**src/rtl/arbiter_pkg.sv**
```systemverilog
// Shared types for the request arbiter.
// Build option: ARBITER_ROUND_ROBIN_EN selects round-robin instead of fixed priority.
package arbiter_pkg;

  typedef enum logic {ST_IDLE, ST_OFFER} arb_state_t;

endpackage

```
**src/rtl/priority_encoder.sv**
```systemverilog
// Combinational lowest-set-bit encoder over 2**P_width inputs, with an any-bit flag.
module priority_encoder #(
  parameter int P_width = 3
) (
  input  logic [2**P_width-1:0] req_i,
  output logic [P_width-1:0]    idx_o,
  output logic                  any_o
);

  always_comb begin
    idx_o = '0;
    any_o = |req_i;
    // Scan downward so the lowest set index is the last one written.
    for (int i = 2**P_width - 1; i >= 0; i--) begin
      if (req_i[i]) idx_o = P_width'(i);
    end
  end

endmodule

```
**src/rtl/request_arbiter.sv**
```systemverilog
// Sticky request collector with valid/ready offer of one pending line index.
// Build option: ARBITER_ROUND_ROBIN_EN (round-robin); default is fixed lowest-index priority.
module request_arbiter
  import arbiter_pkg::*;
#(
  parameter  int P_width    = 3,
  localparam int P_up_width = 2**P_width
) (
  input  logic                  I_clock,
  input  logic                  I_reset_n,
  input  logic [P_up_width-1:0] I_request,
  input  logic [P_up_width-1:0] I_mask,
  input  logic                  I_ready,
  output logic                  O_valid,
  output logic [P_width-1:0]    O_index,
  output logic [P_up_width-1:0] O_pending
);

  arb_state_t            state_q;
  logic                  valid_q;
  logic [P_width-1:0]    index_q;
  logic [P_up_width-1:0] pending_q, pending_d;
  logic [P_up_width-1:0] clr, eligible, enc_in;
  logic [P_width-1:0]    enc_idx, sel;
  logic                  any, accept;

  assign accept = valid_q & I_ready;

  always_comb begin
    clr = '0;
    if (accept) clr = P_up_width'(1) << index_q;
  end

  // Set wins over clear: a line re-requested in its accept cycle stays pending.
  assign pending_d = (pending_q & ~clr) | I_request;
  assign eligible  = pending_d & I_mask;

`ifdef ARBITER_ROUND_ROBIN_EN
  logic [P_width-1:0]      ptr_q;
  logic [2*P_up_width-1:0] dbl;

  // Rotate so the pointer position lands on bit 0, encode, then undo the rotation.
  assign dbl    = {eligible, eligible} >> ptr_q;
  assign enc_in = dbl[P_up_width-1:0];
  assign sel    = enc_idx + ptr_q;

  always_ff @(posedge I_clock) begin
    if (!I_reset_n)  ptr_q <= '0;
    else if (accept) ptr_q <= index_q + P_width'(1);
  end
`else
  assign enc_in = eligible;
  assign sel    = enc_idx;
`endif

  priority_encoder #(.P_width(P_width)) u_penc (
    .req_i (enc_in),
    .idx_o (enc_idx),
    .any_o (any)
  );

  always_ff @(posedge I_clock) begin
    if (!I_reset_n) begin
      state_q   <= ST_IDLE;
      valid_q   <= 1'b0;
      index_q   <= '0;
      pending_q <= '0;
    end else begin
      pending_q <= pending_d;
      case (state_q)
        ST_IDLE: begin
          if (any) begin
            index_q <= sel;
            valid_q <= 1'b1;
            state_q <= ST_OFFER;
          end
        end
        ST_OFFER: begin
          // The offer is held until taken, regardless of mask or pending changes.
          if (I_ready) begin
            if (any) begin
              index_q <= sel;
            end else begin
              valid_q <= 1'b0;
              state_q <= ST_IDLE;
            end
          end
        end
        default: begin
          state_q <= ST_IDLE;
          valid_q <= 1'b0;
        end
      endcase
    end
  end

  assign O_valid   = valid_q;
  assign O_index   = index_q;
  assign O_pending = pending_q;

endmodule

```
**config.mk**
```make
export PLATFORM = sky130hd
export DESIGN_NAME = request_arbiter
export DESIGN_NICKNAME = d
export VERILOG_FILES = /design/src/rtl/arbiter_pkg.sv /design/src/rtl/priority_encoder.sv /design/src/rtl/request_arbiter.sv
export SDC_FILE = /design/constraint.sdc
export NUM_CORES = 1
export LEC_CHECK = 0
export BUFFER_PORTS_ARGS = -buffer_cell sky130_fd_sc_hd__clkbuf_2
export CORE_MARGIN = 1.5
export CORE_UTILIZATION = 43
export DETAILED_ROUTE_END_ITERATION = 12
export PLACE_DENSITY = 0.73
export SLEW_MARGIN = 40
export SYNTH_ARGS = -nofsm -noshare
export SYNTH_HDL_FRONTEND = slang
export SYNTH_SLANG_ARGS = --single-unit
```
**constraint.sdc**
```tcl
create_clock -name I_clock -period 1.5 [get_ports I_clock]
set_input_delay 0.15 -clock I_clock [delete_from_list [all_inputs] [get_ports I_clock]]
set_output_delay 0.15 -clock I_clock [all_outputs]
set_load 0.1 [all_outputs]
```
==> impl_metrics.yaml, run 1 <==
timing:
  finalCritPeriodShare: 1.14
  slew_headroom: 0.640
  worstMarginPinSlew_ps: 543
  slew_viol_final: 0
  finalSetupViolCount: 5
  min_period_ps: 1710
  grt_setup_unrepaired: "true"
  setup_ws_ps: -208
  finClkSkew_ps: 1.55
  hold_viol_final: 0
  final.setup.tns_ps: -755
  fmax_ghz: 0.586
synth:
  synth-simple-area-share: 0.287
  seq_area_frac_synth: 0.295
  synthXorXnorAreaFrac: 0
  synth.net_count: 114
  post_synth_num_cell_types: 34
  synth_top_area_cell: "dfxtp_1"
  syn_avg_cell_area_um2: 9.29
  synth_edf_count: 0
  async_reset_ff_frac: 0
  synth_area_um2: 882
  synth_top_flop_cell: "dfxtp_1"
  synthTopCellsByArea: "dfxtp_1 (30%), o21a_1 (6.0%), nor2b_1 (5.7%)"
  yosys_register_bits: 13
  synth_fa_ha_area_frac: 0
  yosysMostFrequentCell: "dfxtp_1"
  synthTopCellsByCount: "dfxtp_1 (13), nor2b_1 (8), a21oi_1 (7), o21a_1 (7)"
  synth_cells: 95
  synth.mux.area_fraction: 0
  synth-compound-area-share: 0.353
  yosysWarningCount: 0
  yosys.area.top_type_share: 0.295
  synth_top_family_by_area: "compound AO/OA/AOI/OAI gates"
critical_path:
  r2r_slack_ps: -210
  crit_buf_inv: 1
  crit_family: "compound AO/OA/AOI/OAI gates"
  worstPathRequired_ps: 1680
  slowest_delay_ps: 380
  crit_path_start_kind: "flop"
  path_class: "flop to flop"
  cp-end-kind: "flop"
  cp_max_fo: 5
  crit_cells: 6
  critPathSlowestCell: "nor4_4"
  arrival_ps: 1890
  ff2ff_path_depth: 6
  path_cells: "buf_6, nand3b_1, o31a_1, nor4_4, a21oi_1, o221a_1"
status:
  violations: "setup timing"
  status: "complete, but fails checks"
floorplanning:
  die_h_um: 48.3
  chipWidth_um: 48.3
  initial_core_util: 0.454
  io_pins: 31
  dieArea_mm2: 0.00233
  rows: 16
  core_area_mm2: 0.00194
placement:
  dp.cells: 164
  place.gp.congestion: 0.794
  hpwl_um: 1590
  portBuffers: 30
layout:
  final_util: 0.697
  fin_cells: 175
  regArea_um2: 288
  multiInputGateArea_um2: 638
  antennaDiodeCount: 0
  finalNetCount: 168
  syn_to_final_growth_pct: 53.5
  drive_above_1_share: 0.608
  num-fill-cells: 160
grt:
  grt_pass1_wl_um: 3370
  grt_pass1_vias: 779
  antenna_found_initial: 0
  grt_max_degree: 16
  grt-ovfl-total: 0
  grt_util_all_layers: 0.207
power:
  power_density_mw_per_mm2: 848
  cellLeakagePower_nw: 0.581
  vdd_ir_drop_max_uv: 581
  power_mw: 1.15
clock_tree:
  cts_buffer_depth: 2
  numCtsBuffers: 3
  clock_sinks: 13
  ctsHoldBuffers: 0
  clock-root-buffer: "clkbuf_4"
  insertion_delay_ps: 280
  clk_pin_slew_ps: 90
  cts_tree: "built"
  h-tree-depth: 1
routing:
  viasPerCell: 5.18
  dr.pass1.iters: 4
  vias: 906
  drt_wl_total_um: 2310
  drt_first_iter_violations: 17
  ant_nets: 0
  wl_per_cell_um: 13.2
  drc: 0
run:
  cap_violations: 0
min_path:
  hp-class: "input pin to flop"
  holdPathStages: 3
logic make-up (layout without fill, tap and decap cells):
group / Yosys count / count (layout)
buf+inv: 7 / 60
simple gates: 38 / 38
compound gates: 37 / 37
flops: 13 / 13
worst reg2reg max path, stage by stage (launching register included):
cell	delay [ps]
dfxtp_4	370
buf_6	90
nand3b_1	110
o31a_1	320
nor4_4	380
a21oi_1	120
o221a_1	210
power breakdown:
group,internal (mW),leakage [nW],total [mW],switching [mW]
logic,0.175,0.453,0.508,0.333
clock network,0.103,0.0150,0.230,0.127
registers,0.376,0.113,0.411,0.0354
area by class of cell:
cell class / instances / area share
Clock buffer: 4 / 0.0194
Sequential cell: 13 / 0.213
Multi-Input combinational cell: 75 / 0.471
Timing Repair Buffer: 54 / 0.266
Inverter: 2 / 0.00555
Tap cell: 27 / 0.0250
layer usage:
layer | GRT usage | share of wire | up-vias
li1 | - | - | 465
met1 | 0.264 | 0.43 | 410
met2 | 0.332 | 0.50 | 22
met3 | 0.0481 | 0.033 | 9
met4 | 0.0919 | 0.029 | 0
met5 | 0 | 0 | -
metrics by stage:
stage          hold slack, ps  worst slack (ps)  area [um2]
3_5_place_dp              399              -196        1210
5_1_grt                   124              -309        1350
4_1_cts                   109              -198        1290
2_1_floorplan             274              -338         937
3_3_place_gp              396              -158        1210
6_report                  125              -208        1350
registers in the layout, indices dropped and copies added (netlist names):
register	cells
state_q	1
O_valid	1
O_pending	8
O_index	3
worst paths after layout:
kind | start | to
hold reg to reg | O_pending[3] | O_pending[3]
setup / recovery | O_valid | O_valid
setup reg to reg | O_valid | O_valid
hold / removal | I_request[1] | O_pending[1]
repair_timing:
action / in CTS / in global routing
buffers inserted: 3 / 4
setup endpoints to repair: 5 / 5
resized for setup: 6 / 5
pin swaps: 7 / 8
cell usage in the layout (no fill, tap or decap), types with 2 or more instances in the layout:
| master | n |
|---|---|
| clkbuf_2 | 29 |
| buf_4 | 20 |
| nor2b_1 | 8 |
| dfxtp_2 | 7 |
| o21a_1 | 7 |
| a21oi_1 | 7 |
| o21ai_0 | 6 |
| nor2_1 | 6 |
| dfxtp_4 | 5 |
| nand2_1 | 5 |
| buf_6 | 4 |
| nand3b_1 | 3 |
| nor4_4 | 3 |
| clkbuf_4 | 3 |
| nor3b_2 | 2 |
| a21oi_4 | 2 |
| o31a_1 | 2 |
| and3_1 | 2 |
| a21oi_2 | 2 |
| inv_1 | 2 |
| a31oi_4 | 2 |
| o221a_2 | 2 |
(Power assumes the default switching activity.)
==> run 2: changes to the inputs <==
--- a/config.mk
+++ b/config.mk
@@ -7,10 +7,12 @@
 export LEC_CHECK = 0
 export BUFFER_PORTS_ARGS = -buffer_cell sky130_fd_sc_hd__clkbuf_2
 export CORE_MARGIN = 1.5
-export CORE_UTILIZATION = 43
+export CORE_UTILIZATION = 41
 export DETAILED_ROUTE_END_ITERATION = 12
 export PLACE_DENSITY = 0.73
+export SETUP_SLACK_MARGIN = 0.2
 export SLEW_MARGIN = 40
 export SYNTH_ARGS = -nofsm -noshare
 export SYNTH_HDL_FRONTEND = slang
+export SYNTH_HIERARCHICAL = 1
 export SYNTH_SLANG_ARGS = --single-unit
==> impl_metrics.yaml, run 2 <==
layout:
  syn_to_final_growth_pct: 66.7
  regArea_um2: 285
  num-fill-cells: 103
  layout_common_cells: "clkbuf_2 (27), buf_4 (19), o21ai_0 (17)"
  fin_cells: 158
  layout_commonest_cell: "clkbuf_2"
  drive_above_1_share: 0.627
  largest_register_ffs: 8
  antennaDiodeCount: 0
  finalNetCount: 162
  multiInputGateArea_um2: 528
grt:
  grt-ovfl-total: 0
  antenna_found_initial: 0
  grt_pass1_wl_um: 3140
  grt_pass1_vias: 752
  grt_max_degree: 17
  grt_util_all_layers: 0.218
synth:
  synthTopCellsByArea: "dfxtp_1 (36%), o21ai_0 (13%), nor2_1 (11%)"
  synth_edf_count: 0
  yosysWarningCount: 6
  synth.net_count: 108
  synth_top_flop_cell: "dfxtp_1"
  post_synth_num_cell_types: 22
  yosysMostFrequentCell: "nor2_1"
  seq_area_frac_synth: 0.365
  syn_avg_cell_area_um2: 8.01
  synth_area_um2: 713
  synthTopCellsByCount: "nor2_1 (20), o21ai_0 (18), dfxtp_1 (13), nand2_1 (8), nor3_2 (6)"
  yosys_register_bits: 13
  yosys.area.top_type_share: 0.365
  async_reset_ff_frac: 0
  synth_top_area_cell: "dfxtp_1"
  synth_cells: 89
clock_tree:
  clock-root-buffer: "clkbuf_4"
  insertion_delay_ps: 290
  cts_buffer_depth: 2
  clk_pin_slew_ps: 90
  cts_tree: "built"
  clock_sinks: 13
  numCtsBuffers: 3
  ctsHoldBuffers: 0
  h-tree-depth: 1
critical_path:
  arrival_ps: 1940
  crit_family: "simple AND/OR/NAND/NOR gates"
  slowest_delay_ps: 390
  critPathSlowestCell: "dfxtp_4"
  cp-end-kind: "flop"
  crit_path_start_kind: "flop"
  worstPathRequired_ps: 1670
  cp_max_fo: 4
  crit_buf_inv: 1
  path_class: "flop to flop"
  path_cells: "buf_12, nand2b_4, nor3_4, nor2_2, nor4_2, nand3_2, nor2b_4, mux2i_1"
routing:
  drc: 4
  viasPerCell: 5.46
  drt_wl_total_um: 2250
  vias: 862
  dr.pass1.iters: 8
  drt_first_iter_violations: 30
  ant_nets: 0
  wl_per_cell_um: 14.3
timing:
  holdWs_ps: 141
  slew_headroom: 0.631
  setup_ws_ps: -268
  grt_setup_unrepaired: "true"
  min_period_ps: 1770
  final.setup.tns_ps: -1160
  hold_viol_final: 0
  finalCritPeriodShare: 1.18
  worstMarginPinSlew_ps: 557
  finalSetupViolCount: 5
  fmax_ghz: 0.566
  finClkSkew_ps: 9.88
  slew_viol_final: 0
floorplanning:
  initial_core_util: 0.457
  core_area_mm2: 0.00156
  io_pins: 31
  dieArea_mm2: 0.00200
  chipWidth_um: 44.7
  rows: 14
  die_h_um: 44.7
power:
  power_density_mw_per_mm2: 903
  cellLeakagePower_nw: 0.563
  vdd_ir_drop_max_uv: 532
  power_mw: 1.07
placement:
  place.gp.congestion: 0.782
  hpwl_um: 1360
  portBuffers: 30
  dp.cells: 146
status:
  violations: "DRC, setup timing"
  status: "complete, but fails checks"
run:
  cap_violations: 0
min_path:
  hp-class: "input pin to flop"
## run 2: repair_timing
action,in CTS,in global routing
pin swaps,5,5
endpoints found under the setup margin,7,7
resized for setup,7,14
setup buffers,4,4
## run 2: routing by layer
metal	track usage	share of wire	vias to the layer above	wire [um]
li1	-	-	421	-
met1	0.264	0.42	399	937
met2	0.357	0.49	35	1110
met3	0.0280	0.061	7	138
met4	0.152	0.029	0	65
met5	0	0	-	0
## run 2: final cells by class
cell class | count | area share
sequential | 13 | 0.240
timing repair buffer | 50 | 0.271
multi-input combinational | 73 | 0.444
clock buffer | 4 | 0.0221
tap | 16 | 0.0168
inverter | 2 | 0.00632
## run 2: logic make-up after synthesis
kind of cell / share of synthesized area
multiplexers: 0.0421
flip-flops: 0.365
AO/OA/AOI/OAI: 0.184
AND/OR/NAND/NOR: 0.391
buffers and inverters: 0.0175
## run 2: path summary, 6_finish.rpt
kind | slack [ps] | to | from | depth (start not counted)
worst max-delay path | -270 | O_index[2] | O_index[0] | 8
worst min-delay path | 140 | O_pending[2] | I_request[2] | 3
worst max register to register | -270 | O_index[2] | O_index[0] | 8
worst min register to register | 510 | O_pending[0] | O_pending[0] | 2
## run 2: per-stage QoR
step                      area, um2  utilization  setup WS (ps)
final                          1190        0.762           -268
after detailed placement       1010        0.649           -176
after global routing           1190        0.762           -381
after floorplan                 757            -           -265
after global placement         1010        0.649           -170
after CTS                      1100        0.709           -167
## run 2: power by group
group	switching, mW	internal, mW	total [mW]
Clock	0.126	0.104	0.230
Combinational	0.307	0.130	0.437
Sequential	0.0313	0.376	0.407
Total	0.465	0.609	1.07
## run 2: worst reg2reg max path, stage by stage (launching register included)
cell	delay [ps]
dfxtp_4	390
buf_12	110
nand2b_4	60
nor3_4	210
nor2_2	70
nor4_2	370
nand3_2	150
nor2b_4	170
mux2i_1	120
==> run 3: changes to the inputs <==
--- a/config.mk
+++ b/config.mk
@@ -7,9 +7,9 @@
 export LEC_CHECK = 0
 export BUFFER_PORTS_ARGS = -buffer_cell sky130_fd_sc_hd__clkbuf_2
 export CORE_MARGIN = 1.5
-export CORE_UTILIZATION = 41
+export CORE_UTILIZATION = 48
 export DETAILED_ROUTE_END_ITERATION = 12
-export PLACE_DENSITY = 0.73
+export PLACE_DENSITY = 0.81
 export SETUP_SLACK_MARGIN = 0.2
 export SLEW_MARGIN = 40
 export SYNTH_ARGS = -nofsm -noshare
==> constraint.sdc (replaced) <==
create_clock -name I_clock -period 2.15 [get_ports I_clock]
set_input_delay 0.215 -clock I_clock [delete_from_list [all_inputs] [get_ports I_clock]]
set_output_delay 0.215 -clock I_clock [all_outputs]
set_load 0.1 [all_outputs]
==> impl_metrics.yaml, run 3 (same netlist as run 2, synthesis figures left out) <==
critical_path:
  r2r_start: "O_index[2]"
  path_class: "flop to flop"
  cp_max_fo: 4
  crit_start: "O_index[2]"
  reg2reg_to: "O_index[1]"
  crit_path_start_kind: "flop"
  arrival_ps: 2000
  endpoint: "O_index[1]"
  worstPathRequired_ps: 2330
  cp-end-kind: "flop"
  ff2ff_path_depth: 7
  r2r_slack_ps: 330
clock_tree:
  postCtsSetupBuffers: 0
  h-tree-depth: 1
  clk_pin_slew_ps: 80
  clock_sinks: 13
  cts_tree: "built"
  cts_resized: 0
  clock-root-buffer: "clkbuf_4"
  ctsHoldBuffers: 0
  insertion_delay_ps: 270
  cts_buffer_depth: 2
  numCtsBuffers: 3
timing:
  min_period_ps: 1820
  slew_headroom: 0.642
  holdWs_ps: 218
  grt_setup_unrepaired: "false"
  fmax_ghz: 0.549
  hold_viol_final: 0
  finalSetupViolCount: 0
  finClkSkew_ps: 0.668
  final.setup.tns_ps: 0
  slew_viol_final: 0
  finalCritPeriodShare: 0.847
  worstMarginPinSlew_ps: 540
floorplanning:
  core_area_mm2: 0.00135
  rows: 13
  io_pins: 31
  dieArea_mm2: 0.00173
  die_h_um: 41.5
  initial_core_util: 0.528
  chipWidth_um: 41.5
layout:
  antennaDiodeCount: 0
  layout_common_cells: "clkbuf_2 (30), nor2_1 (20), o21ai_0 (18)"
  layout_commonest_cell: "clkbuf_2"
  drive_above_1_share: 0.451
  final_util: 0.681
  largest_register_ffs: 8
  finalNetCount: 142
  syn_to_final_growth_pct: 28.9
  fin_cells: 137
routing:
  vias: 739
  viasPerCell: 5.39
  wl_per_cell_um: 11.9
  dr.pass1.iters: 4
  drt_wl_total_um: 1630
  ant_nets: 0
  drc: 0
  drt_first_iter_violations: 21
power:
  power_density_mw_per_mm2: 728
  vdd_ir_drop_max_uv: 329
  power_mw: 0.669
  cellLeakagePower_nw: 0.421
grt:
  grt_pass1_vias: 631
  grt_max_degree: 17
  antenna_found_initial: 0
  grt-ovfl-total: 0
  grt_util_all_layers: 0.194
  grt_pass1_wl_um: 2650
min_path:
  hp-class: "input pin to flop"
placement:
  hpwl_um: 1260
  dp.cells: 133
  place.gp.congestion: 0.842
  portBuffers: 30
run:
  cap_violations: 0
status:
  status: "finished clean"
## run 3: cell types whose count changed in the layout (fill, tap and decap cells not counted), sizes merged
cell,change
buf,-22
clkbuf,+2
## run 3: metal layers
metal / track usage / part of all wire / vias to the layer above
met4: 0.110 / 0.018 / 0
li1: - / - / 378
met5: 0 / 0 / -
met3: 0.0261 / 0.057 / 4
met2: 0.313 / 0.47 / 30
met1: 0.246 / 0.46 / 327
## run 3: worst min path at each step
| stage | cells past startpoint | from | end | slack (ps) |
|---|---|---|---|---|
| 2_1_floorplan | 2 | I_reset_n | O_index[2] | 350 |
| 3_3_place_gp | 3 | I_request[1] | O_pending[1] | 480 |
| 3_5_place_dp | 2 | O_index[2] | O_index[2] | 490 |
| 4_1_cts | 3 | I_request[5] | O_pending[5] | 210 |
| 5_1_grt | 3 | I_request[1] | O_pending[1] | 220 |
| 6_report | 3 | I_request[5] | O_pending[5] | 220 |
## run 3: power by group
| group | total (mW) | switching, mW | internal [mW] |
|---|---|---|---|
| sequential | 0.281 | 0.0195 | 0.262 |
| combinational | 0.240 | 0.187 | 0.0526 |
| clock | 0.148 | 0.0766 | 0.0717 |
## run 3: final cells by class
class | count | area [um2]
inverters | 2 | 7.51
repair buffers | 30 | 150
flip-flops and latches | 13 | 277
well taps | 15 | 18.8
multi-input cells | 73 | 440
clock buffers | 4 | 26.3
fillers | 123 | 430
## run 3: metrics by stage
stage	setup slack (ps)	area [um2]
floorplan	228	729
global placement	465	893
detailed placement	378	893
CTS	347	920
global route	202	920
finish	329	920
## run 3: critical path: stages (launching register included)
cell and delay [ps]:
dfxtp_4 360, nand3b_2 290, nor4_2 220, nor2_1 130, nor2_1 200, nand3_1 170
nor2b_4 180, mux2i_1 180
